$ cat src/rtl/tisaradc_capture_rx_if.sv
// Stream interface carrying captured frames from tisaradc_capture_rx to the
// digital back-end.
//   out_valid : head frame available          (master -> slave)
//   out_ready : consumer accepts head frame   (slave  -> master)
//   out_data  : head frame, WAYS lanes of BITS (master -> slave)
//   out_sync  : head frame starts a contiguous run (master -> slave)
interface tisaradc_capture_rx_if #(
    parameter int WAYS = 8,
    parameter int BITS = 9
);
    logic                 out_valid;
    logic                 out_ready;
    logic [WAYS*BITS-1:0] out_data;
    logic                 out_sync;

    modport master (
        output out_valid,
        output out_data,
        output out_sync,
        input  out_ready
    );

    modport slave (
        input  out_valid,
        input  out_data,
        input  out_sync,
        output out_ready
    );
endinterface

$ cat src/rtl/tisaradc_capture_rx.sv
// Receive-side capture for the time-interleaved SAR ADC, in the clkout_des domain.
// Registers one frame of WAYS sub-ADC words per cycle, optionally converts them to
// two's complement, and queues them in a show-ahead FIFO feeding a ready/valid stream.
// Frames arriving while the FIFO is full are dropped and counted.
//
// Optional feature macro: TISARADC_CAPTURE_TWOS_EN (offset binary -> two's complement
// by inverting each lane MSB; latency unchanged).
//
// Ports:
//   clk          : ADC deserialized clock
//   rst_n        : asynchronous active-low reset
//   adc_in       : input frame, lane i at [i*BITS +: BITS], lane 0 earliest
//   en           : capture enable
//   clear        : synchronous clear of overflow status
//   stream       : output stream (out_valid/out_ready/out_data/out_sync)
//   running      : FSM is in RUN
//   overflow     : sticky drop flag
//   overflow_cnt : dropped-frame count, saturating
module tisaradc_capture_rx #(
    parameter int WAYS         = 8,
    parameter int BITS         = 9,
    parameter int DEPTH        = 4,
    parameter int FLUSH_FRAMES = 2
) (
    input  logic                  clk,
    input  logic                  rst_n,
    input  logic [WAYS*BITS-1:0]  adc_in,
    input  logic                  en,
    input  logic                  clear,
    tisaradc_capture_rx_if.master stream,
    output logic                  running,
    output logic                  overflow,
    output logic [15:0]           overflow_cnt
);
    localparam int W  = WAYS * BITS;
    localparam int PW = (DEPTH > 1) ? $clog2(DEPTH) : 1;
    localparam int CW = (FLUSH_FRAMES > 1) ? $clog2(FLUSH_FRAMES) : 1;

    typedef enum logic [1:0] {StIdle, StFlush, StRun} state_e;

    state_e          state_q, state_d;
    logic [CW-1:0]   flush_cnt_q, flush_cnt_d;

    logic [W-1:0]    s1_data_q;
    logic            s1_vld_q;
    logic [W-1:0]    wdata;

    logic [W-1:0]    mem      [DEPTH];
    logic            sync_mem [DEPTH];
    logic [PW-1:0]   wr_ptr_q, wr_ptr_d, rd_ptr_q, rd_ptr_d;
    logic [PW:0]     count_q, count_d, count_after_pop;
    logic            out_valid_q, out_valid_d;
    logic [W-1:0]    out_data_q, out_data_d;
    logic            out_sync_q, out_sync_d;
    logic            pend_sync_q, pend_sync_d;
    logic            overflow_q, overflow_d;
    logic [15:0]     ovf_cnt_q, ovf_cnt_d;

    logic            pop, push, drop, full;

    // FSM next state
    always_comb begin
        state_d     = state_q;
        flush_cnt_d = flush_cnt_q;
        unique case (state_q)
            StIdle: begin
                if (en) begin
                    state_d     = StFlush;
                    flush_cnt_d = '0;
                end
            end
            StFlush: begin
                if (!en) begin
                    state_d = StIdle;
                end else if (flush_cnt_q == CW'(FLUSH_FRAMES - 1)) begin
                    state_d = StRun;
                end else begin
                    flush_cnt_d = flush_cnt_q + 1'b1;
                end
            end
            StRun: begin
                if (!en) state_d = StIdle;
            end
            default: state_d = StIdle;
        endcase
    end

    // Stage 2 lane conversion
    always_comb begin
        wdata = s1_data_q;
`ifdef TISARADC_CAPTURE_TWOS_EN
        for (int i = 0; i < WAYS; i++) begin
            wdata[i*BITS + BITS - 1] = ~s1_data_q[i*BITS + BITS - 1];
        end
`endif
    end

    // FIFO control; a read in the same cycle frees the slot for a write when full
    always_comb begin
        full            = (count_q == (PW+1)'(DEPTH));
        pop             = out_valid_q && stream.out_ready;
        push            = s1_vld_q && (!full || pop);
        drop            = s1_vld_q && full && !pop;
        count_after_pop = count_q - (PW+1)'(pop);
        count_d         = count_after_pop + (PW+1)'(push);
        rd_ptr_d        = rd_ptr_q + PW'(pop);
        wr_ptr_d        = wr_ptr_q + PW'(push);

        // Output register reloads with the next head; an empty FIFO forwards the write
        out_valid_d = (count_d != '0);
        out_data_d  = out_data_q;
        out_sync_d  = out_sync_q;
        if (count_d != '0) begin
            if (count_after_pop == '0) begin
                out_data_d = wdata;
                out_sync_d = pend_sync_q;
            end else begin
                out_data_d = mem[rd_ptr_d];
                out_sync_d = sync_mem[rd_ptr_d];
            end
        end

        // Setting takes priority over clearing on the same cycle
        pend_sync_d = pend_sync_q;
        if (push) pend_sync_d = 1'b0;
        if (state_q != StRun && state_d == StRun) pend_sync_d = 1'b1;
        if (drop) pend_sync_d = 1'b1;

        overflow_d = overflow_q;
        ovf_cnt_d  = ovf_cnt_q;
        if (clear) begin
            overflow_d = drop;
            ovf_cnt_d  = {15'd0, drop};
        end else if (drop) begin
            overflow_d = 1'b1;
            if (ovf_cnt_q != 16'hFFFF) ovf_cnt_d = ovf_cnt_q + 16'd1;
        end
    end

    always_ff @(posedge clk or negedge rst_n) begin
        if (!rst_n) begin
            state_q     <= StIdle;
            flush_cnt_q <= '0;
            s1_data_q   <= '0;
            s1_vld_q    <= 1'b0;
            wr_ptr_q    <= '0;
            rd_ptr_q    <= '0;
            count_q     <= '0;
            out_valid_q <= 1'b0;
            out_data_q  <= '0;
            out_sync_q  <= 1'b0;
            pend_sync_q <= 1'b0;
            overflow_q  <= 1'b0;
            ovf_cnt_q   <= '0;
        end else begin
            state_q     <= state_d;
            flush_cnt_q <= flush_cnt_d;
            s1_data_q   <= adc_in;
            s1_vld_q    <= (state_q == StRun) && en;
            wr_ptr_q    <= wr_ptr_d;
            rd_ptr_q    <= rd_ptr_d;
            count_q     <= count_d;
            out_valid_q <= out_valid_d;
            out_data_q  <= out_data_d;
            out_sync_q  <= out_sync_d;
            pend_sync_q <= pend_sync_d;
            overflow_q  <= overflow_d;
            ovf_cnt_q   <= ovf_cnt_d;
        end
    end

    // Storage needs no reset: pointers define which entries are live
    always_ff @(posedge clk) begin
        if (push) begin
            mem[wr_ptr_q]      <= wdata;
            sync_mem[wr_ptr_q] <= pend_sync_q;
        end
    end

    assign stream.out_valid = out_valid_q;
    assign stream.out_data  = out_data_q;
    assign stream.out_sync  = out_sync_q;
    assign running          = (state_q == StRun);
    assign overflow         = overflow_q;
    assign overflow_cnt     = ovf_cnt_q;
endmodule
$ cat src/flat_wrapper.sv
// flat-port wrapper written by rule: the top's interface ports become plain ports
module tisaradc_capture_rx_flat 
#(
    parameter int WAYS         = 8,
    parameter int BITS         = 9,
    parameter int DEPTH        = 4,
    parameter int FLUSH_FRAMES = 2
)
  (clk, rst_n, adc_in, en, clear, running, overflow, overflow_cnt, stream_out_valid, stream_out_data, stream_out_sync, stream_out_ready);
  tisaradc_capture_rx_if #(.WAYS(WAYS), .BITS(BITS)) stream_i ();
  input  logic clk;
  input  logic rst_n;
  input  logic [WAYS*BITS-1:0] adc_in;
  input  logic en;
  input  logic clear;
  output logic running;
  output logic overflow;
  output logic [15:0] overflow_cnt;
  output wire logic [$bits(stream_i.out_valid)-1:0] stream_out_valid;
  output wire logic [$bits(stream_i.out_data)-1:0] stream_out_data;
  output wire logic [$bits(stream_i.out_sync)-1:0] stream_out_sync;
  input wire logic [$bits(stream_i.out_ready)-1:0] stream_out_ready;
  assign stream_out_valid = stream_i.out_valid;
  assign stream_out_data = stream_i.out_data;
  assign stream_out_sync = stream_i.out_sync;
  assign stream_i.out_ready = stream_out_ready;
  tisaradc_capture_rx #(.WAYS(WAYS), .BITS(BITS), .DEPTH(DEPTH), .FLUSH_FRAMES(FLUSH_FRAMES)) u_core (.clk(clk), .rst_n(rst_n), .adc_in(adc_in), .en(en), .clear(clear), .stream(stream_i), .running(running), .overflow(overflow), .overflow_cnt(overflow_cnt));
endmodule
$ cat config.mk
export PLATFORM = sky130hd
export DESIGN_NAME = tisaradc_capture_rx_flat
export DESIGN_NICKNAME = d
export VERILOG_FILES = /design/src/rtl/tisaradc_capture_rx_if.sv /design/src/rtl/tisaradc_capture_rx.sv /design/src/flat_wrapper.sv
export SDC_FILE = /design/constraint.sdc
export NUM_CORES = 1
export LEC_CHECK = 0
export ABC_AREA = 1
export BUFFER_PORTS_ARGS = -buffer_cell sky130_fd_sc_hd__buf_2
export CAP_MARGIN = 15
export CORE_ASPECT_RATIO = 1.25
export CORE_MARGIN = 1.5
export CORE_UTILIZATION = 53
export CTS_CLUSTER_DIAMETER = 40
export CTS_CLUSTER_SIZE = 10
export DETAILED_ROUTE_END_ITERATION = 7
export PLACE_DENSITY = 0.72
export SKIP_CTS_REPAIR_TIMING = 1
export SLEW_MARGIN = 20
export SYNTH_ARGS = -nofsm -noshare
export SYNTH_HDL_FRONTEND = slang
export SYNTH_SLANG_ARGS = --single-unit
$ cat constraint.sdc
create_clock -name clk -period 6 [get_ports clk]
set_clock_uncertainty 0.15 [all_clocks]
set_input_delay 0.3 -clock clk [delete_from_list [all_inputs] [get_ports clk]]
set_output_delay 0.3 -clock clk [all_outputs]
set_load 0.01 [all_outputs]
==> summary.md, run 1 <==
| Metric | Value |
|---|---|
| Placer Congestion | 0.840 |
| Htree depth | 2 |
| IO Count | 169 |
| Post-place setup slack | 2450 ps |
| Clock period minus worst slack | 3590 ps |
| TritonCTS clock tree | built |
| Sequential-to-total area share from yosys stat | 70.4% |
| WP data required | 6300 ps |
| Syn nets | 1846 |
| Starting DRT DRC Count | 826 |
| DP Wirelength | 21100 µm |
| Slew @ Worst Pin | 994 ps |
| DR WL/cell | 15.6 µm |
| Hold_ws | 36.5 ps |
| CP max FO | 90 |
| Setup Crit Path Kind | reg2reg |
| Class of the worst hold path | in2reg |
| Drt total wl | 39300 µm |
| Placed Cells | 2330 |
| RSZ-0062 raised after global routing | no |
| Ant diodes | 0 |
| VDD IR-drop max | 480 µV |
| Final Max Slew Viols | 0 |
| Vias per cell | 5.04 |
| Post-route clock period utilization | 59.8% |
| Die width | 171 µm |
| Worst Path Arrival | 3880 ps |
| Total track usage | 21.4% |
| CTS clk-pin slew, worst paths | 50 ps |
| Yosys warning count | 0 |
| Routed vias | 12688 |
| Syn avg cell area | 10.6 µm² |
| First-pass GRT wire length | 60400 µm |
| Worst Setup Start Kind | flop |
| Overflow after GRT | 0 |
| Vias in the first global route | 12034 |
| Post-Route Setup TNS | 0 ps |
| PwrDens | 491 nW/µm² |
| Clock Sinks | 467 |
| ANT nets after route | 0 |
| Setup Viol. Count Final | 0 |
| DIE AREA | 36400 µm² |
| CTS buffer count | 59 |
| Initial antenna violation count | 0 |
| Finished Core Util | 65.1% |
| Initial core utilization | 54.0% |
| Clock latency at the later pin of the worst-skew pair | 590 ps |
| DRC viols | 0 |
| Core area | 34600 µm² |
| Nets | 2083 |
| Root Driver | clkbuf_16 |
| Worst setup EP type | flop |
| Worst Slack Setup Final | 2410 ps |
| Pre-antenna DRT Iters | 6 |
| Longest Clk Path Bufs | 3 |
| Share of cells above drive strength 1 | 13.8% |
| Relative slew slack | 33.8% |
| Max frequency | 279 MHz |
| Hold Fails Final Rpt | 0 |
| Syn Inst Count | 1762 |
| Die height | 213 µm |
| Leakage power | 10.1 nW |
| Post-synthesis register bit count | 467 |
| Final-layout fill cell count | 2667 |
| # rows | 76 |
| # Max-Cap Violations | 0 |
| Syn-to-layout area delta | 20.6% |
| Area of the mapped netlist | 18700 µm² |
| Pin count of the biggest net entering global routing | 206 |
| Port Buffers | 168 |
| Cell variety after synth | 27 |
| Status | finished clean |
| Final std cells w/o fill | 2517 |
[critical path, stage by stage (launching register included)]
cell	delay, ps
dfrtp_1	370
nand2_1	130
inv_1	110
ha_1	210
ha_1	350
inv_1	60
ha_1	330
nor2_1	300
nand2_4	580
buf_4	540
nor2_1	210
a21oi_1	60
[sequential cells by signal, summed over array words and instances, names as in the netlist]
name                     count
u_core.pend_sync_q           1
u_core.stream.out_valid      1
u_core.rd_ptr_q              2
u_core.stream.out_sync       1
u_core.stream.out_data      72
u_core.wr_ptr_q              2
u_core.overflow              1
u_core.flush_cnt_q           1
u_core.s1_data_q            72
u_core.count_q               3
u_core.overflow_cnt         16
u_core.s1_vld_q              1
u_core.sync_mem              4
u_core.state_q               2
u_core.mem                 288
[synthesized netlist by cell type, drive strengths merged]
master	instances	share of area [%]
ha	7	0.47
inv	250	5.0
buf	43	1.3
nor3	7	0.19
clkbuf	39	0.78
nor2	164	3.3
nand2	437	8.8
nand4	4	0.13
o211ai	1	0.040
o21bai	1	0.040
or2	3	0.10
nand3	24	0.64
o21ai	163	4.4
a21oi	144	3.9
dfrtp	175	23
xnor2	1	0.087
xor2	7	0.37
edfxtp	292	47
[kinds of logic after synthesis]
family                   synth area share (%)
XOR/XNOR                                0.456
AO/OA/AOI/OAI                            8.31
buffers and inverters                    7.13
AND/OR/NAND/NOR                          13.2
flip-flops                               70.4
adder cells (fa/ha/maj)                 0.469
[per-layer routing]
metal / up-vias / global-route usage, % / share of wire (%)
met5: - / 0 / 0
met4: 0 / 8.89 / 2.7
met3: 84 / 3.43 / 5.0
met2: 330 / 36.1 / 49
met1: 6108 / 27.7 / 43
li1: 6166 / - / -
[stage by stage]
| step | total power, mW | cell area, µm² |
|---|---|---|
| after floorplan | 6.78 | 18700 |
| after global placement | 7.70 | 19900 |
| after detailed placement | 7.83 | 19900 |
| after CTS | 11.1 | 21700 |
| after global routing | 11.8 | 22500 |
| final | 11.1 | 22500 |
[power breakdown]
part	leakage, nW	switching, mW	internal [mW]
Combinational	4.48	2.47	1.29
Clock	0.863	1.29	1.93
Sequential	4.74	0.241	3.83
[final timing paths]
path | slack [ps] | to | depth (start not counted) | start
max | 2410 | u_core.stream.out_data[16]$_DFFE_PN0P_ | 11 | u_core.stream.out_valid$_DFF_PN0_
min | 40 | u_core.overflow$_DFFE_PN0P_ | 4 | stream_out_ready
max reg2reg | 2410 | u_core.stream.out_data[16]$_DFFE_PN0P_ | 11 | u_core.stream.out_valid$_DFF_PN0_
min reg2reg | 330 | u_core.state_q[0]$_DFF_PN0_ | 1 | u_core.flush_cnt_q$_DFFE_PN0P_
max in group asynchronous | 4310 | u_core.s1_data_q[6]$_DFF_PN0_ | 3 | rst_n
min in group asynchronous | 200 | u_core.overflow_cnt[15]$_DFFE_PN0P_ | 2 | rst_n
[placed cells by master (no fill, tap or decap), types with 2 or more instances in the layout]
master           n
a21oi_1        144
buf_12           3
buf_2          167
buf_4           11
clkbuf_1        32
clkbuf_16       60
clkbuf_8         4
clkinv_2         6
clkinvlp_4       3
dfrtp_1        175
dlygate4sd3_1   75
edfxtp_1       292
ha_1             6
inv_1          246
inv_2            4
inv_6            3
nand2_1        434
nand2_2          2
nand3_1         23
nand4_1          4
nor2_1         162
nor3_1           3
nor3_2           4
o21ai_0        144
o21ai_1         19
or2_2            3
xor2_1           5
[cell type report]
cell class                 instances  area, µm²  share of cell area, %
clock inverter                    16        138                  0.611
clock buffer                      95       1660                   7.38
tap                              468        586                   2.60
multi-input combinational        963       4280                   19.0
timing repair buffer             258       1770                   7.86
inverter                         250        938                   4.17
sequential                       467      13100                   58.4
Note: power is estimated with default switching activity, not from simulation.
==> run 2, diff against run 1 <==
ABC_AREA = 0   (was 1)
CORE_UTILIZATION = 58   (was 53)
PLACE_DENSITY = 0.75   (was 0.72)
clock period = 3.7 ns   (was 6 ns; I/O delays follow)
==> run 2 against run 1 <==
Final cell count shrank 32%. Clock power grew 53%. Synthesized area shrank 8.5%. Worst setup slack lost 1700 ps. Via count shrank 24%. Combinational power grew 36%. Critical path depth is the same. Critical path type unchanged.
==> summary.md, run 2 <==
| Metric | Value |
|---|---|
| RSZ-0062 raised after global routing | no |
| Leakage power | 8.00 nW (-21%) |
| Placer Congestion | 0.763 (-9.2%) |
| Hold Fails Final Rpt | 0 (unchanged) |
| R2R cell count | 11 (unchanged) |
| Drt total wl | 35100 µm (-11%) |
| Syn avg cell area | 17.0 µm² (+61%) |
| Initial antenna violation count | 1 (+1) |
| Port Buffers | 168 (unchanged) |
| Die width | 157 µm (-8.4%) |
| Initial core utilization | 58.6% (+4.6 points) |
| FF-to-FF Start | u_core.count_q[1]$_DFF_PN0_ |
| CP max-delay cell | or3_4 |
| Slew @ Worst Pin | 866 ps (-127 ps) |
| Vias per cell | 5.61 (+11%) |
| CTS buffer count | 56 (-5.1%) |
| Biggest register | u_core.mem |
| Most frequent cells in the layout | 292 x edfxtp_1, 175 x dfrtp_1, 167 x buf_2 |
| Total track usage | 23.3% (+1.9 points) |
| Post-synth EDFFs | 292 (unchanged) |
| Count leader, synth | edfxtp_1 |
| Hold_ws | 99.9 ps (+63.4 ps) |
| Crit path from | u_core.count_q[1]$_DFF_PN0_ |
| Cell variety after synth | 41 (+52%) |
| Class of the worst hold path | in2reg |
| Critical-path cell list | nor2_1 > nand3_1 > nand2_1 > inv_1 > ha_1 > ha_1 > xnor2_1 > or3_4 > buf_12 > nor2_1 > a31oi_1 |
| Setup slack, reg-to-reg | 730 ps (-1680 ps) |
| Worst Slack Setup Final | 735 ps (-1680 ps) |
| IO Count | 169 (unchanged) |
| CP max stage delay | 450 ps (-130 ps) |
| Syn-to-layout area delta | 22.8% |
| Pre-antenna DRT Iters | 5 (-1) |
| Post-route clock period utilization | 80.1% (+20 points) |
| Syn nets | 1087 (-41%) |
| DRC viols | 0 (unchanged) |
| DIE AREA | 30500 µm² (-16%) |
| Met1 wire length | 14300 µm (-15%) |
| CTS clk-pin slew, worst paths | 60 ps (about the same) |
| Post-synth top area cell | edfxtp_1 |
| VDD IR-drop max | 558 µV (+16%) |
| Post-Route Setup TNS | 0 ps (unchanged) |
| Final Max Slew Viols | 0 (unchanged) |
| WL met3 | 1980 µm (-0.20%) |
| Post-synthesis register bit count | 467 (unchanged) |
| Largest register FFs | 288 (unchanged) |
| First-pass GRT wire length | 53500 µm (-11%) |
| Syn Inst Count | 1003 (-43%) |
| Core area | 29200 µm² (-16%) |
| Setup Crit Path Kind | reg2reg |
| Worst setup EP type | flop |
| Post-place setup slack | 811 ps (-1640 ps) |
| Vias in the first global route | 9622 (-20%) |
| Worst Path Arrival | 3300 ps (-580 ps) |
| Starting DRT DRC Count | 572 (-31%) |
| DR WL/cell | 20.5 µm (+31%) |
| Max frequency | 337 MHz (+21%) |
| Final Power | 16.7 mW (+51%) |
| Clock period minus worst slack | 2970 ps (-622 ps) |
| Worst Setup Start Kind | flop |
| ANT nets after route | 0 (unchanged) |
| Clock Sinks | 467 (unchanged) |
| Yosys warning count | 0 (unchanged) |
| Ys async rst share | 37.5% (unchanged) |
| Area of the mapped netlist | 17100 µm² (-8.5%) |
| Met2 Routed Length | 18000 µm (-7.3%) |
| DP Wirelength | 18900 µm (-10%) |
| Overflow after GRT | 0 (unchanged) |
| Post-synth top area share | 51.3% (+4.4 points) |
| # Max-Cap Violations | 0 (unchanged) |
| Top cells by count, synth | 292 x edfxtp_1, 175 x dfrtp_1, 155 x nand2_1 |
| Sequential-to-total area share from yosys stat | 76.9% (+6.5 points) |
| Status | finished clean |
| Share of cells above drive strength 1 | 25.8% (+12 points) |
| Htree depth | 2 (unchanged) |
| Longest Clk Path Bufs | 3 (unchanged) |
| WP data required | 4030 ps (-2270 ps) |
| Top routing layer in use | met4 |
| Root Driver | clkbuf_16 |
| Die height | 195 µm (-8.4%) |
| Pin count of the biggest net entering global routing | 100 (-51%) |
| Capturing point of the worst reg2reg path | u_core.stream.out_data[67]$_DFFE_PN0P_ |
| Relative slew slack | 42.2% (+8.5 points) |
| TritonCTS clock tree | built |
| PwrDens | 795 nW/µm² (+62%) |
| Routed vias | 9638 (-24%) |
| # rows | 70 (-7.9%) |
| Critical Path End | u_core.stream.out_data[67]$_DFFE_PN0P_ |
| Clock latency at the later pin of the worst-skew pair | 570 ps (-20 ps) |
| Most used DFF post-synth | edfxtp_1 |
| Most common cell after layout, fill and taps aside | edfxtp_1 |
| Synth top area cells | edfxtp_1 51%, dfrtp_1 26%, mux4_2 9.6% |
| Setup Viol. Count Final | 0 (unchanged) |
| Nets | 1356 (-35%) |
| CP max FO | 66 (-27%) |
-- run 2: cell count changes in the layout (fill, tap and decap cells not counted), moves of 6 or more --
cell	previous run	this run
o21ai_1	19	0
clkbuf_1	32	39
o21ai_0	144	2
mux4_2	0	73
xnor2_1	0	11
inv_1	246	10
nor2_1	162	89
a31oi_1	0	73
buf_12	3	9
nand2_1	434	155
nand3_1	23	5
a21oi_1	144	4
-- run 2: area by class of cell --
cell class / instances / area [µm²]
tap: 396 / 495
clock inverter: 7 / 60.1
antenna: 1 / 2.50
inverter: 10 / 37.5
multi-input combinational: 476 / 3760
clock buffer: 99 / 1630
timing repair buffer: 261 / 1850
fill: 1815 / 8180
sequential: 467 / 13100
-- run 2: worst min-delay path by stage --
stage / cells after the start / start / slack (ps) / to
CTS: 1 / adc_in[29] / -460 / u_core.s1_data_q[29]$_DFF_PN0_
finish: 2 / adc_in[19] / 100 / u_core.s1_data_q[19]$_DFF_PN0_
global route: 2 / adc_in[46] / 80 / u_core.s1_data_q[46]$_DFF_PN0_
global placement: 1 / adc_in[41] / 140 / u_core.s1_data_q[41]$_DFF_PN0_
floorplan: 0 / rst_n / -260 / u_core.count_q[0]$_DFF_PN0_
detailed placement: 1 / adc_in[45] / 140 / u_core.s1_data_q[45]$_DFF_PN0_
-- run 2: logic make-up after synthesis --
logic type | count (synthesis) | share of synthesized area [%]
flip-flops | 467 | 76.9
AND/OR/NAND/NOR | 291 | 7.15
AO/OA/AOI/OAI | 88 | 3.28
multiplexers | 76 | 9.81
buffers and inverters | 60 | 1.55
XOR/XNOR | 14 | 0.762
adder cells (fa/ha/maj) | 7 | 0.513
-- run 2: through the flow --
| stage | cells | utilization, % | area [µm²] |
|---|---|---|---|
| after floorplan | 1003 | - | 17100 |
| after global placement | 1535 | 63.6 | 18500 |
| after detailed placement | 1535 | 63.6 | 18500 |
| after CTS | 1641 | 69.4 | 20200 |
| after global routing | 1717 | 71.9 | 21000 |
| final | 1717 | 71.9 | 21000 |
-- run 2: metal layers --
metal / track usage, % / vias up
met2: 39.0 / 304
met5: 0 / -
met3: 4.44 / 64
met1: 31.4 / 4946
met4: 7.30 / 0
li1: - / 4324
-- run 2: power breakdown --
| group | switching (mW) | leakage [nW] | internal (mW) |
|---|---|---|---|
| sequential | 0.423 | 4.70 | 6.22 |
| clock | 1.99 | 0.803 | 2.96 |
| combinational | 2.75 | 2.49 | 2.34 |
| total | 5.16 | 8.00 | 11.5 |
-- run 2: worst max-delay path, delay by kind of cell (launching register included) --
family	cells	cell delay (ps)
AOI/OAI and AO/OA	1	190
xor gates and xnor gates	1	220
adders and majority gates	2	440
buffers and inverters	2	460
DFF	1	380
and+or+nand+nor	5	1000
==> run 3, diff against run 2 <==
CORE_UTILIZATION = 53   (was 58)
PLACE_DENSITY = 0.73   (was 0.75)
clock period = 2.5 ns   (was 3.7 ns; I/O delays follow)
==> run 3 against run 2 <==
Count of clock-buffer cells in the layout shrank 1. Critical endpoint is now u_core.stream.out_data[1]$_DFFE_PN0P_. First-iteration DRC count grew 50%. Critical path type unchanged. Register-to-register slack lost 690 ps. Total power grew 60%. Worst hold slack lost 65 ps. Worst setup slack lost 690 ps. Via count grew 4.7%. Routed wire length grew 14%. Sequential share of layout area shrank 2.5 points. Die area grew 9.3%. Combinational power grew 85%.
==> summary.md, run 3 (synthesis gave the netlist of run 2 again) <==
| Metric | Value |
|---|---|
| DP Wirelength | 19900 µm (+5.4%) |
| Starting DRT DRC Count | 859 (+50%) |
| PwrDens | 1220 nW/µm² (+54%) |
| DIE AREA | 33300 µm² (+9.3%) |
| Initial core utilization | 53.8% (-4.8 points) |
| Port Buffers | 168 (unchanged) |
| DR WL/cell | 22.6 µm (+11%) |
| Final-layout fill cell count | 2026 (+12%) |
| Pin count of the biggest net entering global routing | 57 (-43%) |
| Syn-to-layout area delta | 27.8% |
| Vias per cell | 5.69 (+1.4%) |
| Placer Congestion | 0.775 (+1.6%) |
| Relative slew slack | 66.8% (+25 points) |
| Clock Power Share | 27.9% (-1.7 points) |
| Worst setup EP type | flop |
| Worst Slack Setup Final | 39.9 ps (-695 ps) |
| CP max stage delay | 500 ps (+50 ps) |
| DRC viols | 0 (unchanged) |
| Int Power | 18.1 mW (+57%) |
| NetSw | 8.55 mW (+66%) |
| Most common cell after layout, fill and taps aside | edfxtp_1 |
| Post-place setup slack | 20.4 ps (-790 ps) |
| Worst Path Arrival | 2750 ps (-550 ps) |
| Placed Cells | 1569 (+2.2%) |
| Total track usage | 21.4% (-1.9 points) |
| Setup Crit Path Kind | reg2reg |
| Setup Viol. Count Final | 0 (unchanged) |
| Leakage power | 8.34 nW (+4.2%) |
| CP max FO | 8 (-88%) |
| Routed vias | 10087 (+4.7%) |
| Sequential share of power | 36.9% (-2.9 points) |
| First-pass GRT wire length | 54100 µm (+1.1%) |
| # Max-Cap Violations | 0 (unchanged) |
| Clock latency at the later pin of the worst-skew pair | 570 ps (about the same) |
| Class of the worst hold path | in2reg |
| WP data required | 2790 ps (-1240 ps) |
| TritonCTS clock tree | built |
| Crit path buf inv count | 2 (unchanged) |
| Die width | 164 µm (+4.5%) |
| CTS clk-pin slew, worst paths | 60 ps (about the same) |
| Worst Setup Start Kind | flop |
| Root Driver | clkbuf_16 |
| Max frequency | 406 MHz (+21%) |
| VDD IR-drop max | 745 µV (+33%) |
| Final Max Slew Viols | 0 (unchanged) |
| Die height | 204 µm (+4.5%) |
| Final std cells w/o fill | 1772 (+3.2%) |
| Hold Fails Final Rpt | 0 (unchanged) |
| Clock period minus worst slack | 2460 ps (-505 ps) |
| Most frequent cells in the layout | 292 x edfxtp_1, 175 x dfrtp_1, 167 x buf_2 |
| Core area | 31800 µm² (+9.0%) |
| Post-route clock period utilization | 98.4% (+18 points) |
| Hold_ws | 35.4 ps (-64.5 ps) |
| Pre-antenna DRT Iters | 6 (+1) |
| Overflow after GRT | 0 (unchanged) |
| Slew @ Worst Pin | 485 ps (-382 ps) |
| # rows | 73 (+4.3%) |
| Drt total wl | 40100 µm (+14%) |
| Status | finished clean |
| Share of cells above drive strength 1 | 30.5% (+4.6 points) |
| Largest register FFs | 288 (unchanged) |
| Clock Sinks | 467 (unchanged) |
| Biggest register | u_core.mem |
| Vias in the first global route | 9733 (+1.2%) |
| Nets | 1397 (+3.0%) |
| Most common cell on crit path | ha_4 |
| Switching share of total power | 32.0% (+1.1 points) |
| ANT nets after route | 0 (unchanged) |
| Initial antenna violation count | 1 (unchanged) |
| Finished Core Util | 68.7% (-3.2 points) |
| Htree depth | 2 (unchanged) |
| Final Power | 26.7 mW (+60%) |
| Crit-path leading delay family | simple AND/OR/NAND/NOR gates |
| IO Count | 169 (unchanged) |
| Longest Clk Path Bufs | 3 (unchanged) |
| CP max-delay cell | or3_4 |
| Critical-path cell list | nor2_4 > nand3_2 > nand2_4 > inv_2 > ha_4 > ha_4 > xnor2_4 > or3_4 > clkbuf_16 > nor2_2 > a31oi_1 |
| CTS buffer count | 57 (+1.8%) |
| Comb power frac | 35.2% (+4.7 points) |
## run 3: cell count changes in the layout (fill, tap and decap cells not counted), sizes merged
cell,previous run,this run
bufinv,0,1
buf,185,210
clkinv,4,1
dlygate4sd3,75,76
clkinvlp,1,2
inv,12,13
or3,1,4
clkbuf,100,110
## run 3: path summary, 6_finish.rpt
kind                       depth (start not counted)                      startpoint  slack, ps                                     end
setup / recovery                                  11     u_core.count_q[1]$_DFF_PN0_         40   u_core.stream.out_data[1]$_DFFE_PN0P_
hold / removal                                     2                      adc_in[51]         40          u_core.s1_data_q[51]$_DFF_PN0_
setup reg to reg                                  11     u_core.count_q[1]$_DFF_PN0_         40   u_core.stream.out_data[1]$_DFFE_PN0P_
min in group asynchronous                          3                           rst_n        410          u_core.s1_data_q[61]$_DFF_PN0_
hold reg to reg                                    1  u_core.flush_cnt_q$_DFFE_PN0P_        310             u_core.state_q[0]$_DFF_PN0_
max in group asynchronous                          4                           rst_n       1190  u_core.stream.out_data[39]$_DFFE_PN0P_
## run 3: final cells by class
cell class | instances | area, µm² | share of cell area [%]
well taps | 412 | 515 | 2.36
multi-input cells | 479 | 3960 | 18.1
diodes | 1 | 2.50 | 0.0115
clock buffers | 98 | 1610 | 7.37
repair buffers | 298 | 2490 | 11.4
inverters | 10 | 37.5 | 0.172
flip-flops and latches | 467 | 13100 | 60.2
clock inverters | 7 | 77.6 | 0.355
## run 3: power groups by stage
stage / combinational, mW / clock (mW) / sequential, mW
after global placement: 7.74 / 0 / 9.88
after detailed placement: 7.91 / 0 / 9.92
final: 9.41 / 7.45 / 9.84
after floorplan: 4.97 / 0 / 10.1
after global routing: 10.1 / 7.85 / 9.94
after CTS: 7.95 / 7.52 / 9.79
## run 3: layer usage
metal / routed length, µm / global-route usage [%]
met1: 15600 / 28.1
met2: 20600 / 36.0
met3: 2620 / 4.19
met4: 1280 / 7.24
met5: 0 / 0
## run 3: stage by stage
step	cell area [µm²]	setup TNS, ps
global placement	18800	0
CTS	20500	-12.2
detailed placement	18800	0
floorplan	17100	-77110
finish	21800	0
global route	21800	-180
